$ cat config.mk
export PLATFORM = sky130hd
export DESIGN_NAME = ram_port_arbiter
export DESIGN_NICKNAME = d
export VERILOG_FILES = /design/src/rtl/ram_port_arbiter.sv
export SDC_FILE = /design/constraint.sdc
export NUM_CORES = 1
export LEC_CHECK = 0
export CAP_MARGIN = 25
export CORE_ASPECT_RATIO = 1.4
export CORE_UTILIZATION = 30
export DETAILED_ROUTE_END_ITERATION = 16
export GPL_ROUTABILITY_DRIVEN = 0
export PLACE_DENSITY = 0.79
export SLEW_MARGIN = 20
export SYNTH_ARGS = -nofsm -noshare
export SYNTH_HDL_FRONTEND = slang
export SYNTH_SLANG_ARGS = --single-unit
$ cat constraint.sdc
create_clock -name clk -period 2.05 [get_ports clk]
set_clock_uncertainty 0.15 [all_clocks]
set_input_delay 0.3075 -clock clk [delete_from_list [all_inputs] [get_ports clk]]
set_output_delay 0.3075 -clock clk [all_outputs]
set_load 0.02 [all_outputs]
$ cat src/rtl/ram_port_arbiter.sv
// Two-client arbiter in front of a 16x8 dual-port RAM with round-robin write/read
// arbitration and a built-in clear sequencer. Optional stall counter: ARB_STALL_STATS_EN.
module ram_port_arbiter #(
    parameter int RAM_WIDTH = 8,
    parameter int RAM_DEPTH = 16,
    parameter int ADDR_SIZE = 4
) (
    input  logic                 clk,
    input  logic                 reset,
    input  logic                 req_a,
    input  logic                 req_b,
    input  logic                 we_a,
    input  logic                 we_b,
    input  logic [ADDR_SIZE-1:0] addr_a,
    input  logic [ADDR_SIZE-1:0] addr_b,
    input  logic [RAM_WIDTH-1:0] wdata_a,
    input  logic [RAM_WIDTH-1:0] wdata_b,
    output logic                 gnt_a,
    output logic                 gnt_b,
    output logic                 rvalid_a,
    output logic                 rvalid_b,
    output logic [RAM_WIDTH-1:0] rdata,
    input  logic                 clear_start,
    output logic                 busy,
    output logic                 clear_done,
    output logic                 ram_write,
    output logic                 ram_read,
    output logic [ADDR_SIZE-1:0] ram_write_addr,
    output logic [ADDR_SIZE-1:0] ram_read_addr,
    output logic [RAM_WIDTH-1:0] ram_data_in,
    input  logic [RAM_WIDTH-1:0] ram_data_out,
    output logic [0:0]           fsm_state
`ifdef ARB_STALL_STATS_EN
    ,
    output logic [7:0]           stall_cnt
`endif
);

    localparam logic [0:0] ST_IDLE  = 1'b0;
    localparam logic [0:0] ST_CLEAR = 1'b1;
    localparam logic       PTR_A    = 1'b0;
    localparam logic       PTR_B    = 1'b1;

    logic [0:0]           state;
    logic                 wr_ptr;
    logic                 rd_ptr;
    logic [ADDR_SIZE-1:0] clr_addr;

    logic in_idle;
    logic wreq_a, wreq_b, rreq_a, rreq_b;
    logic gnt_wa, gnt_wb, gnt_ra, gnt_rb;
    logic clr_last;

    // Handshake: a client holds req (with we/addr/wdata stable) until gnt is high in
    // the same cycle; the transfer happens at that clock edge. rvalid follows a read
    // grant by exactly one cycle and is never back-pressured.
    assign in_idle  = (state == ST_IDLE) && !reset;
    assign wreq_a   = in_idle && req_a && we_a;
    assign wreq_b   = in_idle && req_b && we_b;
    assign rreq_a   = in_idle && req_a && !we_a;
    assign rreq_b   = in_idle && req_b && !we_b;

    assign gnt_wa   = wreq_a && (!wreq_b || wr_ptr == PTR_A);
    assign gnt_wb   = wreq_b && (!wreq_a || wr_ptr == PTR_B);
    assign gnt_ra   = rreq_a && (!rreq_b || rd_ptr == PTR_A);
    assign gnt_rb   = rreq_b && (!rreq_a || rd_ptr == PTR_B);

    assign gnt_a    = gnt_wa || gnt_ra;
    assign gnt_b    = gnt_wb || gnt_rb;

    assign clr_last = (clr_addr == ADDR_SIZE'(RAM_DEPTH - 1));
    assign busy     = (state == ST_CLEAR);
    assign rdata    = ram_data_out;
    assign fsm_state = state;

    always_comb begin
        ram_write      = 1'b0;
        ram_read       = 1'b0;
        ram_write_addr = '0;
        ram_read_addr  = '0;
        ram_data_in    = '0;
        if (!reset) begin
            if (state == ST_CLEAR) begin
                ram_write      = 1'b1;
                ram_write_addr = clr_addr;
            end else begin
                if (gnt_wa || gnt_wb) begin
                    ram_write      = 1'b1;
                    ram_write_addr = gnt_wb ? addr_b : addr_a;
                    ram_data_in    = gnt_wb ? wdata_b : wdata_a;
                end
                if (gnt_ra || gnt_rb) begin
                    ram_read      = 1'b1;
                    ram_read_addr = gnt_rb ? addr_b : addr_a;
                end
            end
        end
    end

    always_ff @(posedge clk) begin
        if (reset) begin
            state      <= ST_IDLE;
            wr_ptr     <= PTR_A;
            rd_ptr     <= PTR_A;
            clr_addr   <= '0;
            rvalid_a   <= 1'b0;
            rvalid_b   <= 1'b0;
            clear_done <= 1'b0;
        end else begin
            rvalid_a   <= gnt_ra;
            rvalid_b   <= gnt_rb;
            clear_done <= 1'b0;
            case (state)
                ST_IDLE: begin
                    // Pointer hands priority to the loser only when there was a contest.
                    if (wreq_a && wreq_b) wr_ptr <= ~wr_ptr;
                    if (rreq_a && rreq_b) rd_ptr <= ~rd_ptr;
                    clr_addr <= '0;
                    if (clear_start) state <= ST_CLEAR;
                end
                ST_CLEAR: begin
                    clr_addr <= clr_addr + ADDR_SIZE'(1);
                    if (clr_last) begin
                        state      <= ST_IDLE;
                        clear_done <= 1'b1;
                    end
                end
                default: state <= ST_IDLE;
            endcase
        end
    end

`ifdef ARB_STALL_STATS_EN
    logic stall;
    assign stall = (req_a && !gnt_a) || (req_b && !gnt_b);

    always_ff @(posedge clk) begin
        if (reset) begin
            stall_cnt <= 8'd0;
        end else if (stall && stall_cnt != 8'hFF) begin
            stall_cnt <= stall_cnt + 8'd1;
        end
    end
`endif

endmodule

Word level (Yosys, flattened, before mapping):

Index checks and enable logic that the tools add are counted.

* register bits after elaboration: 10
* word-level logic and storage cells: 66

* add/subtract/negate cells: 1
* equality and inequality tests: 1
* mux-type cells: 23
* bitwise logic cells: 3
* reduce and logical (&&, ||, !) cells: 31

Operators by type and width (number)
* $mux W4: 8
* $mux W8: 4
* $logic_and A1 B1 Y1: 13
* $mux W1: 9
* $logic_or A1 B1 Y1: 8
* $pmux W4 S2: 1
* $logic_not A1 Y1: 7
* $add A4 B1 Y4 const B: 1
* $eq A4 B4 Y1 const B: 1
* $reduce_and A2 Y1: 2
* $not A1 Y1: 3
* $pmux W1 S2: 1
* $reduce_or A2 Y1: 1

Logic depth before layout (Yosys ltp):

* word-level depth: 11
* mapped depth: 5
* depth with buffers taken out: 4

Least setup slack after synthesis:

Ideal clock, no wire load.

* kind: register -> output
* from: register state, in the netlist busy
* to: output port ram_write_addr[2]
* arrival time: 1550 ps
* required time: 1592 ps
* slack: 42 ps
* cell stages (with the launch flop): 6
* path buffers: 2
* cell sequence: dfxtp_1 > buf_6 > and4bb_2 > a21oi_2 > buf_2 > a221o_1

* word-level cells in the longest chain between the ends: 11
* elaborated cells between the ends (all ways): 17

RTL lines
* start, declared: line 44 `logic [0:0] state;`
* start signal, assigned: line 102 `state <= ST_IDLE;`
* start signal, assigned: line 119 `if (clear_start) state <= ST_CLEAR;`
* start signal, assigned: line 124 `state <= ST_IDLE;`
* $not A1 Y1 (no source line)
* $logic_and A1 B1 Y1: line 57 `assign in_idle = (state == ST_IDLE) && !reset;`
* $logic_and A1 B1 Y1 (on tied branches) (2 in a row): line 58, 59
* $logic_not A1 Y1 (on tied branches): line 64, 63
* $logic_or A1 B1 Y1 (on tied branches): line 64, 63
* $logic_and A1 B1 Y1 (on tied branches): line 64, 63
* $mux W4 / $logic_or A1 B1 Y1 (equally long branches): line 89, 87
* $mux W4: line 87 `if (gnt_wa || gnt_wb) begin`
* $mux W4 *: line 83 `if (state == ST_CLEAR) begin`
* $mux W4 *: line 82 `if (!reset) begin`
* end, declared: line 28 `output logic [ADDR_SIZE-1:0] ram_write_addr,`

Every way passes the cells marked *; elsewhere a longest branch is shown, timed or not.

Worst setup path after layout:

* from: register state, in the netlist busy
* to: output port ram_read_addr[2]

* word-level cells in the longest chain between the ends: 11
* elaborated cells between the ends (all ways): 17

RTL lines
* $not A1 Y1 (no source line)
* $logic_and A1 B1 Y1: line 57
* $logic_and A1 B1 Y1 (on tied branches) (2 in a row): line 60, 61
* $logic_not A1 Y1 (on tied branches): line 66, 65
* $logic_or A1 B1 Y1 (on tied branches): line 66, 65
* $logic_and A1 B1 Y1 (on tied branches): line 66, 65
* $mux W4 / $logic_or A1 B1 Y1 (equally long branches): line 94, 92
* $mux W4: line 92 `if (gnt_ra || gnt_rb) begin`
* $mux W4 *: line 83
* $mux W4 *: line 82
* end, declared: line 29 `output logic [ADDR_SIZE-1:0] ram_read_addr,`

Marked as above.

==> results.cfg <==
[cells_and_area]
final_common_cell = clkdlybuf4s50_1
diodes = 0
area.growth.synth_to_final_pct = 99.8
fin_nets = 190
drive_above_1_share = 0.403
final_cell_mix = 30 x clkdlybuf4s50_1, 22 x buf_6, 17 x buf_4, 11 x a22o_1, 9 x dfxtp_1

[detailed_routing]
drt_first_pass_iters = 4
ant_nets = 0
drtIter0Drc = 23
routed_wl_microns = 3000
via_per_inst = 5.19
vias = 950
drc = 0
avgRoutedWirePerCell_microns = 16.4

[synth]
synth_cell_types = 27
async_flop_share = 0
synth_compound_area_frac = 0.275
syn-cell-area_sq_um = 783
synthXorXnorAreaFrac = 0.0224
syn_inst = 82
yosysSeqAreaShare = 0.256
synth_top_family_by_area = compound AO/OA/AOI/OAI gates
synthSimpleGateAreaFrac = 0.273
synthAdderAreaFrac = 0.0160
synth-main-ff-cell = dfxtp_1
synthMuxAreaShare = 0.0128
yosysWarnings = 0
ys_ff_latch = 10
syn_avg_cell_area_sq_um = 9.55
synth_enable_flop_cells = 0
syn-num-nets = 122

[floorplanning]
core_sq_mm = 0.00244
die_w_microns = 45.2
rows = 21
die_area_sq_mm = 0.00282
die_h_microns = 62.5
start_util = 0.321
pin_count = 72

[status]
outcome = finished with violations
violations = setup timing

[sta]
maxSlewHeadroom = 0.853
setup_violations = 12
fmax_ghz = 0.466
report.final.slew_viol_count = 0
fin_crit_sh = 1.05
period_minus_slack_ns = 2.15
worst_hold_slack_ns = 0.316
rsz0062_at_grt = true
hold_violations = 0
tightest_slew_ns = 0.220
fin_ws_ns = -0.0950

[flow_run]
cap_violations = 0

[hold_path]
min_path_type = flip-flop to flip-flop

[clocking]
cts_hold_buf = 0
h-tree-depth = 1
clock_latency_ns = 0.27
clock-sinks = 10
cts_buffer_depth = 2
cts_inserted_buffers = 3
root_buffer = clkbuf_4
cts_tree = built
clk_pin_slew_worst_paths_ns = 0.06

[grt]
grt_max_degree = 9
gr-total-overflow = 0
grt_pass1_vias = 921
antenna_found_initial = 0
grt_first_pass_wirelength_microns = 4080
grt_usage = 0.198

[power]
finalPower_w = 0.000627
cellLeakagePower_nw = 0.664
swShare = 0.285
p_clk_frac = 0.287
power.switching_w = 0.000178
vdd_ir_drop_max_mv = 0.310
p_int_w = 0.000449
p_comb_frac = 0.388
seq_power_share = 0.325
power_density_mw_per_mm2 = 401

[place]
place_hpwl_microns = 2220
port-buffer-count = 55

[critical_path]
cp.required_ns = 1.59
crit_type = flip-flop to output pin
worstSetupStartpointType = flip-flop
cp_max_fo = 8
critPathCaptureType = output pin
crit_arrival_ns = 1.69
-- layer usage --
layer | share of wire | vias up | wire, microns | track usage
met3 | 0.096 | 8 | 289 | 0.0694
li1 | - | 435 | - | -
met1 | 0.32 | 442 | 967 | 0.154
met2 | 0.56 | 65 | 1690 | 0.404
met5 | 0 | - | 0 | 0
met4 | 0.020 | 0 | 60 | 0.0644
-- synth_stat cells, drive strengths merged (2+ instances only) --
cell,number,area [sq um]
buf,13,106
a22o,12,105
dfxtp,10,200
a21oi,6,60.1
nor2,6,22.5
and2,5,31.3
a221o,4,40.0
nand3,4,20.0
and4bb,2,25.0
inv,2,7.51
nand4bb,2,22.5
nor4b,2,30.0
o21ai,2,10.0
or2,2,12.5
or4b,2,27.5
-- stage by stage --
stage | utilization | TNS (ns) | std cells | worst slack, ns | area [sq um]
2_1_floorplan | - | 0 | 82 | 0.0420 | 783
3_3_place_gp | 0.575 | -13.83 | 176 | -0.744 | 1410
3_5_place_dp | 0.575 | -14.71 | 176 | -0.794 | 1410
4_1_cts | 0.582 | -0.752 | 181 | -0.0736 | 1420
5_1_grt | 0.641 | -1.46 | 183 | -0.173 | 1570
6_report | 0.641 | -0.672 | 183 | -0.0950 | 1570
-- final cells by class --
type                    instances  area, sq um
fillers                       190          878
repair buffers                 76          732
multi-input cells              57          543
flip-flops and latches         10          204
well taps                      34         42.5
clock buffers                   4         36.3
inverters                       2         7.51
-- critical path, cell delays in order, from the launching register on --
cell     delay (ns)
dfxtp_4        0.37
or4b_4         0.52
a21oi_4        0.21
a22o_1         0.19
buf_6          0.12
-- registers in the layout (all words and copies together), names as in the netlist --
| name | count |
|---|---|
| rd_ptr | 1 |
| rvalid_a | 1 |
| wr_ptr | 1 |
| rvalid_b | 1 |
| clear_done | 1 |
| clr_addr | 4 |
| busy | 1 |
-- final timing paths --
kind                       to        start  cells past startpoint  slack (ns)
max reg2reg            rd_ptr         busy                      4        0.49
min               clr_addr[0]  clr_addr[0]                      1        0.32
min reg2reg       clr_addr[0]  clr_addr[0]                      1        0.32
max          ram_read_addr[2]         busy                      4        -0.1
-- cells by family after synthesis --
group,count (synthesis)
xor gates and xnor gates,2
muxes,1
adders and majority gates,1
AOI/OAI and AO/OA,24
and+or+nand+nor,29
buffers and inverters,15
DFF,10
-- power groups by stage --
stage	sequential (W)	clock [W]	combinational [W]
after detailed placement	0.000208	0	0.000219
final	0.000204	0.000180	0.000243
after global placement	0.000208	0	0.000217
after floorplan	0.000210	0	0.000107
after global routing	0.000204	0.000191	0.000256
after CTS	0.000203	0.000180	0.000214
-- timing repair --
| action | CTS | global route |
|---|---|---|
| gates cloned | 0 | 0 |
| pin swaps | 11 | 14 |
| endpoints found under the setup margin | 20 | 19 |
| setup buffers | 1 | 2 |
| gates resized for setup | 108 | 27 |
Power figures use the tool's default switching activity.
